`src/rtl/timer_bcd_chain_if.sv`:
```
// Load/control/status bundle between the keypad/load logic (master) and the
// BCD countdown timer (slave).
interface timer_bcd_chain_if #(
  parameter int NDIGITS = 4
);
  logic [4*NDIGITS-1:0] data;
  logic                 loadn;
  logic                 start;
  logic                 pause;
  logic                 tick;
  logic [4*NDIGITS-1:0] out;
  logic                 running;
  logic                 zero;
  logic                 done;
  logic [NDIGITS-1:0]   borrow;

  modport master (
    output data, loadn, start, pause, tick,
    input  out, running, zero, done, borrow
  );

  modport slave (
    input  data, loadn, start, pause, tick,
    output out, running, zero, done, borrow
  );
endinterface

```
`src/rtl/timer_bcd_chain.sv`:
```
// Multi-digit mixed-modulus BCD countdown timer with run/pause/done FSM.
// Define TIMER_CLAMP_EN to clamp out-of-range digits to modulus-1 on load.
//
// state  | meaning
// IDLE   | stopped; waits for start with a non-zero count
// RUN    | counting down on tick
// PAUSED | count held; start resumes
// DONE   | count reached zero; done pulses for this one cycle
module timer_bcd_chain #(
  parameter int                   NDIGITS    = 4,
  parameter logic [4*NDIGITS-1:0] DIGIT_MODS = {4'd10, 4'd10, 4'd6, 4'd10}
) (
  input  logic             clk,
  input  logic             clrn,
  timer_bcd_chain_if.slave bus
);

  localparam int W = 4 * NDIGITS;

  typedef enum logic [1:0] {
    S_IDLE   = 2'd0,
    S_RUN    = 2'd1,
    S_PAUSED = 2'd2,
    S_DONE   = 2'd3
  } state_t;

  state_t         state_q, state_d;
  logic [W-1:0]   cnt_q;
  logic [W-1:0]   cnt_dec;
  logic [W-1:0]   load_val;
  logic           zero_q;
  logic [NDIGITS-1:0] borrow;
  logic           dec_en;

  // Each borrow is decoded directly from the count so there is no ripple chain.
  for (genvar i = 0; i < NDIGITS; i++) begin : g_digit
    localparam logic [3:0] MOD = DIGIT_MODS[4*i+:4];

    if (i == 0) begin : g_b0
      assign borrow[0] = bus.tick & (state_q == S_RUN);
    end else begin : g_bi
      assign borrow[i] = bus.tick & (state_q == S_RUN) & (cnt_q[4*i-1:0] == '0);
    end

    assign cnt_dec[4*i+:4] = !borrow[i]               ? cnt_q[4*i+:4] :
                             (cnt_q[4*i+:4] == 4'd0)  ? MOD - 4'd1    :
                                                        cnt_q[4*i+:4] - 4'd1;

`ifdef TIMER_CLAMP_EN
    assign load_val[4*i+:4] = (bus.data[4*i+:4] >= MOD) ? MOD - 4'd1 : bus.data[4*i+:4];
`else
    assign load_val[4*i+:4] = bus.data[4*i+:4];
`endif
  end

  assign dec_en = bus.loadn & ~bus.pause & borrow[0];

  always_ff @(posedge clk or negedge clrn) begin
    if (!clrn) begin
      cnt_q  <= '0;
      zero_q <= 1'b1;
    end else if (!bus.loadn) begin
      cnt_q  <= load_val;
      zero_q <= (load_val == '0);
    end else if (dec_en) begin
      cnt_q  <= cnt_dec;
      zero_q <= (cnt_dec == '0);
    end
  end

  always_ff @(posedge clk or negedge clrn) begin
    if (!clrn) state_q <= S_IDLE;
    else       state_q <= state_d;
  end

  // Priority within each state: load, then pause, then start, then tick.
  always_comb begin
    state_d = state_q;
    if (!bus.loadn) begin
      state_d = S_IDLE;
    end else begin
      case (state_q)
        S_IDLE: begin
          if (!bus.pause && bus.start && !zero_q) state_d = S_RUN;
        end
        S_RUN: begin
          if (bus.pause)                          state_d = S_PAUSED;
          else if (bus.tick && cnt_dec == '0)     state_d = S_DONE;
        end
        S_PAUSED: begin
          if (!bus.pause && bus.start)            state_d = S_RUN;
        end
        S_DONE:                                   state_d = S_IDLE;
        default:                                  state_d = S_IDLE;
      endcase
    end
  end

  always_comb begin
    bus.out     = cnt_q;
    bus.zero    = zero_q;
    bus.running = (state_q == S_RUN);
    bus.done    = (state_q == S_DONE);
    bus.borrow  = borrow;
  end

endmodule

```
`src/flat_wrapper.sv`:
```
// flat-port wrapper written by rule: the top's interface ports become plain ports
module timer_bcd_chain_flat 
#(
  parameter int                   NDIGITS    = 4,
  parameter logic [4*NDIGITS-1:0] DIGIT_MODS = {4'd10, 4'd10, 4'd6, 4'd10}
)
  (clk, clrn, bus_data, bus_loadn, bus_start, bus_pause, bus_tick, bus_out, bus_running, bus_zero, bus_done, bus_borrow);
  timer_bcd_chain_if #(.NDIGITS(NDIGITS)) bus_i ();
  input  logic clk;
  input  logic clrn;
  input wire logic [$bits(bus_i.data)-1:0] bus_data;
  input wire logic [$bits(bus_i.loadn)-1:0] bus_loadn;
  input wire logic [$bits(bus_i.start)-1:0] bus_start;
  input wire logic [$bits(bus_i.pause)-1:0] bus_pause;
  input wire logic [$bits(bus_i.tick)-1:0] bus_tick;
  output wire logic [$bits(bus_i.out)-1:0] bus_out;
  output wire logic [$bits(bus_i.running)-1:0] bus_running;
  output wire logic [$bits(bus_i.zero)-1:0] bus_zero;
  output wire logic [$bits(bus_i.done)-1:0] bus_done;
  output wire logic [$bits(bus_i.borrow)-1:0] bus_borrow;
  assign bus_i.data = bus_data;
  assign bus_i.loadn = bus_loadn;
  assign bus_i.start = bus_start;
  assign bus_i.pause = bus_pause;
  assign bus_i.tick = bus_tick;
  assign bus_out = bus_i.out;
  assign bus_running = bus_i.running;
  assign bus_zero = bus_i.zero;
  assign bus_done = bus_i.done;
  assign bus_borrow = bus_i.borrow;
  timer_bcd_chain #(.NDIGITS(NDIGITS), .DIGIT_MODS(DIGIT_MODS)) u_core (.clk(clk), .clrn(clrn), .bus(bus_i));
endmodule
```
`config.mk`:
```
export PLATFORM = sky130hd
export DESIGN_NAME = timer_bcd_chain_flat
export DESIGN_NICKNAME = d
export VERILOG_FILES = /design/src/rtl/timer_bcd_chain_if.sv /design/src/rtl/timer_bcd_chain.sv /design/src/flat_wrapper.sv
export SDC_FILE = /design/constraint.sdc
export NUM_CORES = 1
export LEC_CHECK = 0
export CORE_MARGIN = 2
export CORE_UTILIZATION = 35
export CTS_CLUSTER_SIZE = 25
export DETAILED_ROUTE_END_ITERATION = 10
export PLACE_DENSITY = 0.67
export RECOVER_POWER = 50
export SETUP_SLACK_MARGIN = 0.02
export SLEW_MARGIN = 0
export SYNTH_ARGS = -nofsm -noshare
export SYNTH_HDL_FRONTEND = slang
export SYNTH_SLANG_ARGS = --single-unit
```
`constraint.sdc`:
```
create_clock -name clk -period 4.7 [get_ports clk]
set_clock_uncertainty 0.1 [all_clocks]
set_input_delay 0.47 -clock clk [delete_from_list [all_inputs] [get_ports clk]]
set_output_delay 0.47 -clock clk [all_outputs]
set_load 0.005 [all_outputs]
```
After elaboration in Yosys (flattened, before gate mapping)
Index checks and enable logic that the tools add are counted.

operators by class
  bitwise operators = 7
  add/sub/neg operators = 4
  multiplexer cells = 18
  reductions and logical operators = 15
  equality and inequality tests = 7

operators by type and width
  cell                                                   number
  logical NOT 16 bit                                     2
  two-way mux 16 bit                                     2
  two-way mux 4 bit                                      8
  logical NOT 4 bit                                      4
  subtractor 4 x 1 -> 4 bit, second input constant       4
  logical NOT 12 bit                                     1
  two-way mux 2 bit                                      5
  logical NOT 8 bit                                      1
  one-hot mux 2 bit (4 select lines)                     1
  AND 1 bit                                              6
  inequality test 3 x 2 -> 1 bit, second input constant  2
  == test 2 bit, second input constant                   2
  inequality test 4 x 3 -> 1 bit, second input constant  1
  logical AND 1 bit                                      3
  AND reduction 3 bit                                    1
  == test 2 x 1 -> 1 bit, second input constant          1
  logical NOT 1 bit                                      2
  logical NOT 2 bit                                      1
  two-way mux 1 bit                                      2
  inequality test 2 x 1 -> 1 bit, second input constant  1
  inverter 1 bit                                         1

storage, ports and cells
  output and inout port bits = 23
  register bits = 19
  input bits = 22

Logic depth before layout (Yosys ltp)
Gate-level depths: netlist of the first run.

  depth after elaboration = 10
  mapped depth = 6
  gate-level depth less buffers = 4

Worst setup path after synthesis of the first run
No wires, ideal clock.

  path kind = register to register
  start point = reg u_core.cnt_q[2], in the netlist u_core.bus.out[2]
  end point = reg u_core.cnt_q[10], in the netlist u_core.bus.out[10]
  period minus slack after synthesis = 2.338 ns
  setup time = 0.082 ns
  data arrival time = 2.156 ns
  path slack = 2.362 ns
  data required time = 4.518 ns
  stages on the path, launching flop included = 7
  cells stage by stage = dfrtp_1 -> or3_1 -> buf_2 -> or4b_1 -> buf_2 -> or4b_1 -> a31oi_1

between the ends
  word-level cells in the longest chain between the ends = 5

ends and longest elaborated chain
  item                    line                   RTL
  start, declared         timer_bcd_chain.sv:28  logic [W-1:0] cnt_q;
  start signal, assigned  timer_bcd_chain.sv:63  cnt_q <= load_val;
  start signal, assigned  timer_bcd_chain.sv:66  cnt_q <= cnt_dec;
  logical NOT 8 bit       timer_bcd_chain.sv:42  assign borrow[i] = bus.tick & (state_q == S_RUN) & (cnt_q[4*i-1:0] == '0);
  AND 1 bit               timer_bcd_chain.sv:42
  two-way mux 4 bit       timer_bcd_chain.sv:45  assign cnt_dec[4*i+:4] = !borrow[i] ? cnt_q[4*i+:4] :
  two-way mux 16 bit      timer_bcd_chain.sv:65  end else if (dec_en) begin
  two-way mux 16 bit      timer_bcd_chain.sv:62  end else if (!bus.loadn) begin

No other way between the ends. The select of a mux whose other input is x is not followed.
A chain may end at the register's enable or synchronous reset.

Final worst setup path of the first run
  start point = reg u_core.cnt_q[4], in the netlist u_core.bus.out[4]
  end point = out bus_borrow[3]

between the ends
  word-level cells in the longest chain between the ends = 2

ends and longest elaborated chain
  item                line                   RTL
  logical NOT 12 bit  timer_bcd_chain.sv:42
  AND 1 bit           timer_bcd_chain.sv:42
  end, declared       flat_wrapper.sv:20     output wire logic [$bits(bus_i.borrow)-1:0] bus_borrow;

No other way between the ends.

==> summary.json, run 1 <==
{
  "status": "completed",
  "clk-insertion-delay-late_ps": 300,
  "cts.repair_timing.setup_buffer_count": 0,
  "critical_path.reg2reg.startpoint": "u_core.bus.out[0]",
  "worst_r2r_endpoint": "u_core.bus.out[10]",
  "post-route-period-util_pct": 64.8,
  "synth-seq-cells": 19,
  "mappedNetlistNets": 157,
  "grt_first_pass_wirelength_um": 5160,
  "worst_path_largest_cell_delay_ps": 570,
  "clkSlewWorstSetupHoldPaths_ps": 110,
  "grt_start_max_net_pins": 34,
  "post-route-drc-count": 0,
  "largest_buffer_count_on_any_clock_path": 2,
  "ios": 45,
  "post_drt_via_cell_ratio": 5.51,
  "layout.area.seq_um2": 477,
  "finalMaxSlewViolations": 0,
  "worst_path_arrival_ps": 2480,
  "cts_made_buffers": 3,
  "gp_routability_congestion": 0.820,
  "timing_worst_slew_pin_value_ps": 1400,
  "drv_cap": 0,
  "filler_cell_count": 325,
  "layout-drive-gt1-share_pct": 3.41,
  "ys.warnings.count": 0,
  "worstSetupEndpointType": "output port",
  "clock_power_share_pct": 23.7,
  "fin_setup_tns_ps": 0,
  "worst_hold_startpoint": "u_core.bus.out[7]",
  "dp_hpwl_um": 2400,
  "peakVddDrop_mv": 0.0878,
  "synthCells": 135,
  "grt_setup_unrepaired": "no",
  "finalSetupViolCount": 0,
  "die_h_um": 61.3,
  "wire_per_inst_um": 14.9,
  "grt_pass1_vias": 1131,
  "clockRootBuffer": "clkbuf_4",
  "post_synthesis_instance_area_um2": 1150,
  "critPathKind": "reg -> out",
  "route.antenna.remaining_nets": 0,
  "tritoncts_clock_tree": "done",
  "cellLeakagePower_nw": 0.569,
  "p_int_uw": 260,
  "element_type_at_the_critical_path_start": "flop",
  "ys_seq_area_share_pct": 41.5,
  "layout.cells.most_common": "clkdlybuf4s50_1",
  "path_max_fanout": 6,
  "clock.fmax_ghz": 0.328,
  "holdCritPathClass": "reg -> reg",
  "timing.critical_path.cells": "or4_1, or2_2, nor4_1, clkdlybuf4s50_1",
  "finish.net_count": 199,
  "multi_input_comb_area_um2": 629,
  "row_count": 20,
  "wirelength_um": 3280,
  "timing_hold_violations_final": 0,
  "r2r_depth": 4,
  "post_synth.cell_area_avg_um2": 8.50,
  "h-tree-depth": 1,
  "share_of_total_power_in_sequential_cells_pct": 53.2,
  "io_buffers": 44,
  "die_area_um2": 3750,
  "timing.critical_path.from": "u_core.bus.out[4]",
  "worst_ep_required_time_ps": 4130,
  "number_of_antenna_diodes": 0,
  "drt_iter0_markers": 35,
  "worst_hold_path.num_cells": 2,
  "relSlewSlack_pct": 6.76,
  "cts-resized-gates": 0,
  "synth.top_cell.area_share_pct": 39.3,
  "placeableCoreArea_um2": 3080,
  "power.switching_uw": 107,
  "vias": 1212,
  "most-common-layout-cells": "33 x clkdlybuf4s50_1, 21 x nor2_1, 18 x dfrtp_1",
  "yosys_cell_types": 33,
  "p_sw_share_pct": 29.2,
  "die_w_um": 61.3,
  "largest_area_contributor_in_the_synthesized_netlist": "dfrtp_1",
  "timing.critical_path.slowest_stage_cell": "or4_1",
  "cts_hold_repair.buffers": 0,
  "grt_remaining_overflow": 0,
  "synth-edff-count": 0,
  "reg2reg_setup_slack_ps": 2090,
  "netlist_top_cells_area": "dfrtp_1 39%, nor2_1 6.9%, nor4_1 5.5%, a31oi_1 4.4%, or4_1 3.9%",
  "ys_async_sr_fraction_pct": 100,
  "power.combinational.fraction_pct": 23.1,
  "min_delay_worst_endpoint": "u_core.bus.out[7]",
  "worst_hold_margin_ps": 473,
  "firstDrtPassIters": 4,
  "power.density_nw_per_um2": 224,
  "postSynth.topFlopCell": "dfrtp_1",
  "clock_sinks": 19,
  "initial_core_util_pct": 37.3,
  "grt_usage_pct": 18.5,
  "antenna_found_initial": 0,
  "synthToLayoutAreaGrowth_pct": 42.9,
  "period_needed_ps": 3050
}
critical path, delay by kind of cell (launching register included):
family	cells	cell delay (ps)
DFF	1	440
buffers and inverters	1	550
and+or+nand+nor	3	1180
synth_stat cells, types with 2 or more instances:
library cell / instances
o31ai_1: 2
or3_1: 6
nand2b_1: 2
nor2b_1: 3
or4b_1: 2
or2_2: 2
xnor2_1: 4
nor4_1: 10
nor4b_1: 2
nand2_1: 7
o21ai_0: 7
clkbuf_1: 5
buf_2: 2
inv_1: 2
nor2_1: 21
a21oi_1: 6
a31oi_1: 8
nor3_1: 4
o211ai_1: 2
o31a_1: 2
dfrtp_1: 18
or4_1: 6
nand3_1: 2
stage by stage:
stage                     worst slack [ps]  util [%]  instances  cell area (um2)  power [mW]
after global routing                  1550      53.3        220             1640       0.389
after detailed placement              1690      52.5        216             1620       0.286
after global placement                1770      52.5        216             1620       0.284
after CTS                             1600      53.4        220             1640       0.373
after floorplan                       2360         -        135             1150       0.226
final                                 1650      53.3        220             1640       0.367
area by class of cell:
class / instances / area share [%]
Sequential cell: 19 / 29.1
Clock buffer: 4 / 1.60
Inverter: 2 / 0.458
Multi-Input combinational cell: 106 / 38.4
Tap cell: 44 / 3.36
Timing Repair Buffer: 45 / 27.1
cell families (layout without fill, tap and decap cells):
logic type | after synthesis | after routing | synth area share, %
buffers and inverters | 10 | 51 | 3.60
AOI/OAI and AO/OA | 29 | 29 | 15.8
and+or+nand+nor | 72 | 72 | 35.2
xor gates and xnor gates | 5 | 5 | 3.82
DFF | 19 | 19 | 41.5
registers in the layout, summed over array words and instances (netlist names):
| name | flops |
|---|---|
| u_core.bus.out | 16 |
| u_core.bus.zero | 1 |
| u_core.state_q | 2 |
power by group through the flow:
stage                     logic (mW)  clock network [mW]  registers (mW)
final                         0.0846              0.0871           0.195
after global routing          0.0929              0.0970           0.199
after CTS                     0.0888              0.0888           0.195
after detailed placement      0.0881                   0           0.198
after global placement        0.0872                   0           0.197
after floorplan               0.0303                   0           0.196
per-layer routing:
layer / global-route usage, % / vias to the layer above / share of wire [%]
met3: 2.52 / 4 / 4.5
met1: 25.1 / 585 / 45
li1: - / 587 / -
met2: 30.9 / 36 / 49
met5: 0 / - / 0
met4: 4.97 / 0 / 0.61
how the worst max path moves through the flow:
stage	end	cells after the start
finish	bus_borrow[3]	4
global route	bus_borrow[3]	4
detailed placement	u_core.bus.out[14]	5
global placement	u_core.bus.out[10]	5
floorplan	u_core.bus.out[10]	6
CTS	bus_borrow[3]	4
(Power assumes the default switching activity.)
==> run 2, diff against run 1 <==
==> constraint.sdc (replaced) <==
create_clock -name clk -period 3.11 [get_ports clk]
set_clock_uncertainty 0.1 [all_clocks]
set_input_delay 0.311 -clock clk [delete_from_list [all_inputs] [get_ports clk]]
set_output_delay 0.311 -clock clk [all_outputs]
set_load 0.005 [all_outputs]
==> run 2 against run 1 <==
Net effect:
- sequential cell count unchanged
- register-to-register slack got worse by 1400 ps
- critical path depth unchanged
- critical endpoint unchanged
- largest cell class unchanged
- largest power group unchanged
==> summary.json, run 2 (synthesis gave the netlist of run 1 again) <==
{
  "post_drt_via_cell_ratio": {"value": 5.46, "change": "was 5.51"},
  "fin_setup_tns": {"value": 0, "unit": "ps", "change": "unchanged"},
  "clockRootBuffer": {"value": "clkbuf_4", "change": "unchanged"},
  "die_area": {"value": 3750, "unit": "um2", "change": "unchanged"},
  "detailed_place.area": {"value": 1630, "unit": "um2", "change": "was 1620 um2"},
  "worst_path_arrival": {"value": 2470, "unit": "ps", "change": "was 2480 ps"},
  "io_buffers": {"value": 44, "change": "unchanged"},
  "grt_usage": {"value": 17.8, "unit": "%", "change": "was 18.5%"},
  "clock.fmax_ghz": 0.347,
  "firstDrtPassIters": {"value": 4, "change": "unchanged"},
  "dp_hpwl": {"value": 2420, "unit": "um", "change": "was 2400 um"},
  "timing.critical_path.cells": {"value": "or4_1, or2_2, nor4_1, clkdlybuf4s50_1", "change": "unchanged"},
  "timing_hold_violations_final": {"value": 0, "change": "unchanged"},
  "final_cell_area": {"value": 1660, "unit": "um2", "change": "was 1640 um2"},
  "grt_setup_unrepaired": {"value": "no", "change": "unchanged"},
  "drv_cap": {"value": 0, "change": "unchanged"},
  "timing.critical_path.max_delay_family": {"value": "simple AND/OR/NAND/NOR gates", "change": "unchanged"},
  "synthToLayoutAreaGrowth": {"value": 44.5, "unit": "%", "change": "was 42.9%"},
  "number_of_antenna_diodes": {"value": 0, "change": "unchanged"},
  "worst_ep_required_time": {"value": 2700, "unit": "ps", "change": "was 4130 ps"},
  "finish.net_count": {"value": 201, "change": "was 199"},
  "final_cell_count_no_fill": {"value": 222, "change": "was 220"},
  "element_type_at_the_critical_path_start": {"value": "flop", "change": "unchanged"},
  "power.density": {"value": 333, "unit": "nW/um2", "change": "was 224 nW/um2"},
  "filler_cell_count": {"value": 314, "change": "was 325"},
  "gp_routability_congestion": {"value": 0.793, "change": "was 0.820"},
  "die_w": {"value": 61.3, "unit": "um", "change": "unchanged"},
  "post-route-period-util_pct": 92.7,
  "grt_start_max_net_pins": {"value": 20, "change": "was 34"},
  "holdCritPathClass": {"value": "in -> async", "change": "was reg -> reg"},
  "cts_made_buffers": {"value": 3, "change": "unchanged"},
  "initial_core_util": {"value": 37.3, "unit": "%", "change": "unchanged"},
  "clock_sinks": {"value": 19, "change": "unchanged"},
  "timing_worst_slew_pin_value": {"value": 881, "unit": "ps", "change": "was 1400 ps"},
  "grt_remaining_overflow": {"value": 0, "change": "unchanged"},
  "worst_path_largest_cell_delay": {"value": 570, "unit": "ps", "change": "about the same"},
  "antenna_found_initial": {"value": 0, "change": "unchanged"},
  "relSlewSlack": {"value": 41.1, "unit": "%", "change": "was 6.76%"},
  "cellLeakagePower": {"value": 0.581, "unit": "nW", "change": "was 0.569 nW"},
  "clkSlewWorstSetupHoldPaths": {"value": 110, "unit": "ps", "change": "about the same"},
  "grt_pass1_vias": {"value": 1137, "change": "was 1131"},
  "largest_buffer_count_on_any_clock_path": {"value": 2, "change": "unchanged"},
  "peakVddDrop": {"value": 0.145, "unit": "mV", "change": "was 0.0878 mV"},
  "ios": {"value": 45, "change": "unchanged"},
  "worstSetupEndpointType": {"value": "output port", "change": "unchanged"},
  "path_buf_inv": {"value": 1, "change": "unchanged"},
  "wirelength": {"value": 3110, "unit": "um", "change": "was 3280 um"},
  "clk-insertion-delay-late": {"value": 300, "unit": "ps", "change": "about the same"},
  "die_h": {"value": 61.3, "unit": "um", "change": "unchanged"},
  "route.antenna.remaining_nets": {"value": 0, "change": "unchanged"},
  "cts.repair_timing.setup_buffer_count": {"value": 0, "change": "unchanged"},
  "placeableCoreArea": {"value": 3080, "unit": "um2", "change": "unchanged"},
  "most-common-layout-cells": {"value": "32 x clkdlybuf4s50_1, 21 x nor2_1, 18 x dfrtp_1", "change": "was 33 x clkdlybuf4s50_1, 21 x nor2_1, 18 x dfrtp_1"},
  "cts_hold_repair.buffers": {"value": 0, "change": "unchanged"},
  "post-route-drc-count": {"value": 0, "change": "unchanged"},
  "placedCellCount": {"value": 218, "change": "was 216"},
  "finalMaxSlewViolations": {"value": 0, "change": "unchanged"},
  "path_max_fanout": {"value": 6, "change": "unchanged"},
  "utilization_after_layout": {"value": 53.9, "unit": "%", "change": "was 53.3%"},
  "cts-resized-gates": {"value": 0, "change": "unchanged"},
  "h-tree-depth": {"value": 1, "change": "unchanged"},
  "layout.cells.most_common": {"value": "clkdlybuf4s50_1", "change": "unchanged"},
  "drt_iter0_markers": {"value": 62, "change": "was 35"},
  "wire_per_inst": {"value": 14.0, "unit": "um", "change": "was 14.9 um"},
  "finalSetupViolCount": {"value": 0, "change": "unchanged"},
  "vias": {"value": 1213, "change": "was 1212"},
  "timing.critical_path.slowest_stage_cell": {"value": "clkdlybuf4s50_1", "change": "was or4_1"},
  "grt_first_pass_wirelength": {"value": 4980, "unit": "um", "change": "was 5160 um"},
  "largest_reg_flops": {"value": 16, "change": "unchanged"},
  "period_needed_ps": 2880,
  "row_count": {"value": 20, "change": "unchanged"},
  "tritoncts_clock_tree": {"value": "done", "change": "unchanged"},
  "layout-drive-gt1-share": {"value": 5.06, "unit": "%", "change": "was 3.41%"},
  "status": {"value": "completed", "change": "unchanged"},
  "critPathKind": {"value": "reg -> out", "change": "unchanged"}
}
run 2: stage by stage:
stage | worst slack (ps) | total power, mW | hold slack [ps]
6_report | 226 | 0.553 | 460
5_1_grt | 161 | 0.582 | 501
4_1_cts | 231 | 0.564 | 433
3_5_place_dp | 385 | 0.434 | 465
3_3_place_gp | 410 | 0.431 | 455
2_1_floorplan | 772 | 0.342 | -84.6
run 2: path summary, 6_finish.rpt:
check,cells past startpoint,slack (ps),start,endpoint
hold / removal,1,460,clrn,u_core.bus.out[0]
setup reg to reg,4,670,u_core.bus.out[4],u_core.bus.out[10]
hold reg to reg,2,470,u_core.bus.out[7],u_core.bus.out[7]
max in group asynchronous,1,1910,clrn,u_core.bus.out[5]
setup / recovery,4,230,u_core.bus.out[4],bus_borrow[3]
min in group clk,2,470,u_core.bus.out[7],u_core.bus.out[7]
run 2: layer usage:
layer / vias up / GRT usage, % / wire length (um)
met3: 4 / 2.73 / 177
met1: 567 / 22.6 / 1340
met2: 46 / 31.5 / 1560
met5: - / 0 / 0
met4: 0 / 4.66 / 29
li1: 596 / - / -
run 2: cell type report:
class | count | area [um2] | area share, %
Multi-Input combinational cell | 106 | 629 | 38.0
Tap cell | 44 | 55.1 | 3.32
Timing Repair Buffer | 47 | 463 | 27.9
Clock buffer | 4 | 26.3 | 1.58
Inverter | 2 | 7.51 | 0.453
Sequential cell | 19 | 477 | 28.8
run 2: worst reg2reg max path, cell delays in order (launching register included):
cell	delay, ps
dfrtp_1	450
or4_1	550
or4b_1	610
or4b_1	500
a31oi_1	170
run 2: where the power goes:
group          switching (mW)  total [mW]  internal, mW
registers              0.0281       0.295         0.267
clock network          0.0806       0.131        0.0500
logic                  0.0507       0.127        0.0766
total                   0.159       0.553         0.393
==> run 3, diff against run 2 <==
--- a/config.mk
+++ b/config.mk
@@ -5,12 +5,13 @@
 export SDC_FILE = /design/constraint.sdc
 export NUM_CORES = 1
 export LEC_CHECK = 0
+export CAP_MARGIN = 15
 export CORE_MARGIN = 2
 export CORE_UTILIZATION = 35
 export CTS_CLUSTER_SIZE = 25
 export DETAILED_ROUTE_END_ITERATION = 10
+export HOLD_SLACK_MARGIN = 0.15
 export PLACE_DENSITY = 0.67
-export RECOVER_POWER = 50
 export SETUP_SLACK_MARGIN = 0.02
 export SLEW_MARGIN = 0
 export SYNTH_ARGS = -nofsm -noshare
==> run 3 against run 2 <==
Net effect:
- register-to-register slack hardly changed
- critical path depth stayed put
- die area stayed put
- global-route usage stayed put
- design area stayed put
- fmax is 0.18% lower
- hold slack worse by 72 ps
- sequential share of layout area stayed put
- critical path type unchanged
==> summary.json, run 3 (synthesis gave the netlist of run 1 again) <==
{
  "status": {"value": "completed", "change": "unchanged"},
  "post-route-drc-count": {"value": 0, "change": "unchanged"},
  "post-route-period-util": {"value": 92.9, "unit": "%", "change": "was 92.7%"},
  "clk-insertion-delay-late": {"value": 300, "unit": "ps", "change": "about the same"},
  "layout.cells.most_common": {"value": "clkdlybuf4s50_1", "change": "unchanged"},
  "relSlewSlack": {"value": 42.0, "unit": "%", "change": "was 41.1%"},
  "cts_made_buffers": {"value": 3, "change": "unchanged"},
  "cp.depth": {"value": 4, "change": "unchanged"},
  "grt_setup_unrepaired": {"value": "no", "change": "unchanged"},
  "clock_sinks": {"value": 19, "change": "unchanged"},
  "placeableCoreArea": {"value": 3080, "unit": "um2", "change": "unchanged"},
  "setup.worst_path.end": {"value": "bus_borrow[3]", "change": "unchanged"},
  "holdCritPathClass": {"value": "in -> async", "change": "unchanged"},
  "timing.critical_path.from": {"value": "u_core.bus.out[4]", "change": "unchanged"},
  "worst_path_arrival": {"value": 2480, "unit": "ps", "change": "was 2470 ps"},
  "layout-drive-gt1-share": {"value": 5.06, "unit": "%", "change": "unchanged"},
  "period_needed": {"value": 2890, "unit": "ps", "change": "was 2880 ps"},
  "largest_buffer_count_on_any_clock_path": {"value": 2, "change": "unchanged"},
  "antenna_found_initial": {"value": 0, "change": "unchanged"},
  "drv_cap": {"value": 0, "change": "unchanged"},
  "die_h": {"value": 61.3, "unit": "um", "change": "unchanged"},
  "firstDrtPassIters": {"value": 4, "change": "unchanged"},
  "timing.critical_path.cells": {"value": "or4_1, or2_2, nor4_1, clkdlybuf4s50_1", "change": "unchanged"},
  "path_buf_inv": {"value": 1, "change": "unchanged"},
  "initial_core_util": {"value": 37.3, "unit": "%", "change": "unchanged"},
  "finalSetupViolCount": {"value": 0, "change": "unchanged"},
  "grt_pass1_vias": {"value": 1137, "change": "unchanged"},
  "finalMaxSlewViolations": {"value": 0, "change": "unchanged"},
  "p_int": {"value": 398, "unit": "uW", "change": "was 393 uW"},
  "tritoncts_clock_tree": {"value": "done", "change": "unchanged"},
  "timing_worst_slew_pin_value": {"value": 867, "unit": "ps", "change": "was 881 ps"},
  "share_of_total_power_in_sequential_cells": {"value": 52.9, "unit": "%", "change": "was 53.3%"},
  "cts-resized-gates": {"value": 0, "change": "unchanged"},
  "largest_reg_flops": {"value": 16, "change": "unchanged"},
  "cts_hold_repair.buffers": {"value": 0, "change": "unchanged"},
  "power.combinational.fraction": {"value": 23.7, "unit": "%", "change": "was 23.0%"},
  "element_type_at_the_critical_path_start": {"value": "flop", "change": "unchanged"},
  "clock.fmax": {"value": 0.346, "unit": "GHz", "change": "was 0.347 GHz"},
  "grt_usage": {"value": 17.8, "unit": "%", "change": "unchanged"},
  "finish.net_count": {"value": 201, "change": "unchanged"},
  "io_buffers": {"value": 44, "change": "unchanged"},
  "wirelength": {"value": 3140, "unit": "um", "change": "was 3110 um"},
  "path_max_fanout": {"value": 6, "change": "unchanged"},
  "die_w": {"value": 61.3, "unit": "um", "change": "unchanged"},
  "synthToLayoutAreaGrowth": {"value": 44.5, "unit": "%", "change": "unchanged"},
  "timing.critical_path.slowest_stage_cell": {"value": "clkdlybuf4s50_1", "change": "unchanged"},
  "clock_power_share": {"value": 23.4, "unit": "%", "change": "was 23.6%"},
  "power.switching": {"value": 160, "unit": "uW", "change": "was 159 uW"},
  "timing_hold_violations_final": {"value": 0, "change": "unchanged"},
  "filler_cell_count": {"value": 314, "change": "unchanged"},
  "number_of_antenna_diodes": {"value": 0, "change": "unchanged"},
  "die_area": {"value": 3750, "unit": "um2", "change": "unchanged"},
  "grt_start_max_net_pins": {"value": 20, "change": "unchanged"},
  "gp_routability_congestion": {"value": 0.793, "change": "unchanged"},
  "power.density": {"value": 337, "unit": "nW/um2", "change": "was 333 nW/um2"},
  "worst_ep_required_time": {"value": 2700, "unit": "ps", "change": "about the same"},
  "drt_iter0_markers": {"value": 69, "change": "was 62"},
  "layout.area.seq": {"value": 477, "unit": "um2", "change": "unchanged"},
  "dp_hpwl": {"value": 2420, "unit": "um", "change": "unchanged"},
  "critPathKind": {"value": "reg -> out", "change": "unchanged"},
  "multi_input_comb_area": {"value": 629, "unit": "um2", "change": "unchanged"},
  "vias": {"value": 1227, "change": "was 1213"},
  "most-common-layout-cells": {"value": "44 x clkdlybuf4s50_1, 21 x nor2_1, 18 x dfrtp_1", "change": "was 32 x clkdlybuf4s50_1, 21 x nor2_1, 18 x dfrtp_1"},
  "cts.repair_timing.setup_buffer_count": {"value": 0, "change": "unchanged"},
  "worst_r2r_endpoint": {"value": "u_core.bus.out[10]", "change": "unchanged"},
  "fin_total_pwr": {"value": 559, "unit": "uW", "change": "was 553 uW"},
  "clkSlewWorstSetupHoldPaths": {"value": 110, "unit": "ps", "change": "about the same"},
  "critical_path.reg2reg.startpoint": {"value": "u_core.bus.out[4]", "change": "unchanged"},
  "peakVddDrop": {"value": 0.146, "unit": "mV", "change": "was 0.145 mV"},
  "row_count": {"value": 20, "change": "unchanged"},
  "ios": {"value": 45, "change": "unchanged"},
  "timing.critical_path.max_delay_family": {"value": "simple AND/OR/NAND/NOR gates", "change": "unchanged"},
  "grt_first_pass_wirelength": {"value": 4980, "unit": "um", "change": "unchanged"},
  "fin_setup_tns": {"value": 0, "unit": "ps", "change": "unchanged"},
  "wire_per_inst": {"value": 14.1, "unit": "um", "change": "was 14.0 um"},
  "post_drt_via_cell_ratio": {"value": 5.53, "change": "was 5.46"},
  "p_sw_share": {"value": 28.7, "unit": "%", "change": "was 28.8%"},
  "worst_path_largest_cell_delay": {"value": 570, "unit": "ps", "change": "about the same"},
  "h-tree-depth": {"value": 1, "change": "unchanged"},
  "worstSetupEndpointType": {"value": "output port", "change": "unchanged"},
  "clockRootBuffer": {"value": "clkbuf_4", "change": "unchanged"},
  "route.antenna.remaining_nets": {"value": 0, "change": "unchanged"},
  "cellLeakagePower": {"value": 0.582, "unit": "nW", "change": "was 0.581 nW"},
  "reg2reg_setup_slack": {"value": 660, "unit": "ps", "change": "was 670 ps"},
  "grt_remaining_overflow": {"value": 0, "change": "unchanged"},
  "r2r_depth": {"value": 4, "change": "unchanged"}
}
==> run 3: metrics by stage <==
stage / area, um2 / instances / setup slack [ps] / hold WS, ps / utilization, %
6_report: 1660 / 222 / 220 / 388 / 53.9
5_1_grt: 1660 / 222 / 158 / 457 / 53.9
4_1_cts: 1660 / 222 / 231 / 433 / 53.9
3_5_place_dp: 1630 / 218 / 385 / 465 / 53.0
3_3_place_gp: 1630 / 218 / 410 / 455 / 53.0
2_1_floorplan: 1150 / 135 / 772 / -84.6 / -
==> run 3: area by class of cell <==
cell class,instances,share of cell area (%)
tap,44,3.32
inverter,2,0.453
multi-input combinational,106,38.0
sequential,19,28.8
clock buffer,4,1.58
timing repair buffer,47,27.9
==> run 3: worst min-delay path by stage <==
stage | cells past startpoint | end
floorplan | 0 | u_core.bus.out[0]
global placement | 2 | u_core.bus.out[7]
detailed placement | 2 | u_core.bus.out[7]
CTS | 1 | u_core.bus.out[0]
global route | 1 | u_core.bus.out[0]
finish | 1 | u_core.bus.out[0]
==> run 3: layer usage <==
layer	vias to the layer above	GRT usage, %	share of wire, %
met5	-	0	0
met4	0	4.66	0.92
met3	4	2.73	6.1
met2	52	31.5	50
met1	576	22.6	42
li1	595	-	-
==> run 3: power by group through the flow <==
stage | Clock, mW | Combinational [mW] | Sequential, mW
2_1_floorplan | 0 | 0.0458 | 0.296
3_3_place_gp | 0 | 0.133 | 0.299
3_5_place_dp | 0 | 0.134 | 0.300
4_1_cts | 0.134 | 0.134 | 0.296
5_1_grt | 0.142 | 0.146 | 0.300
6_report | 0.131 | 0.133 | 0.296
==> run 3: worst register-to-register path, cell delays in order (launching register included) <==
cell and delay [ps]:
dfrtp_1 450, or4_1 560, or4b_1 610, or4b_1 500
a31oi_1 170
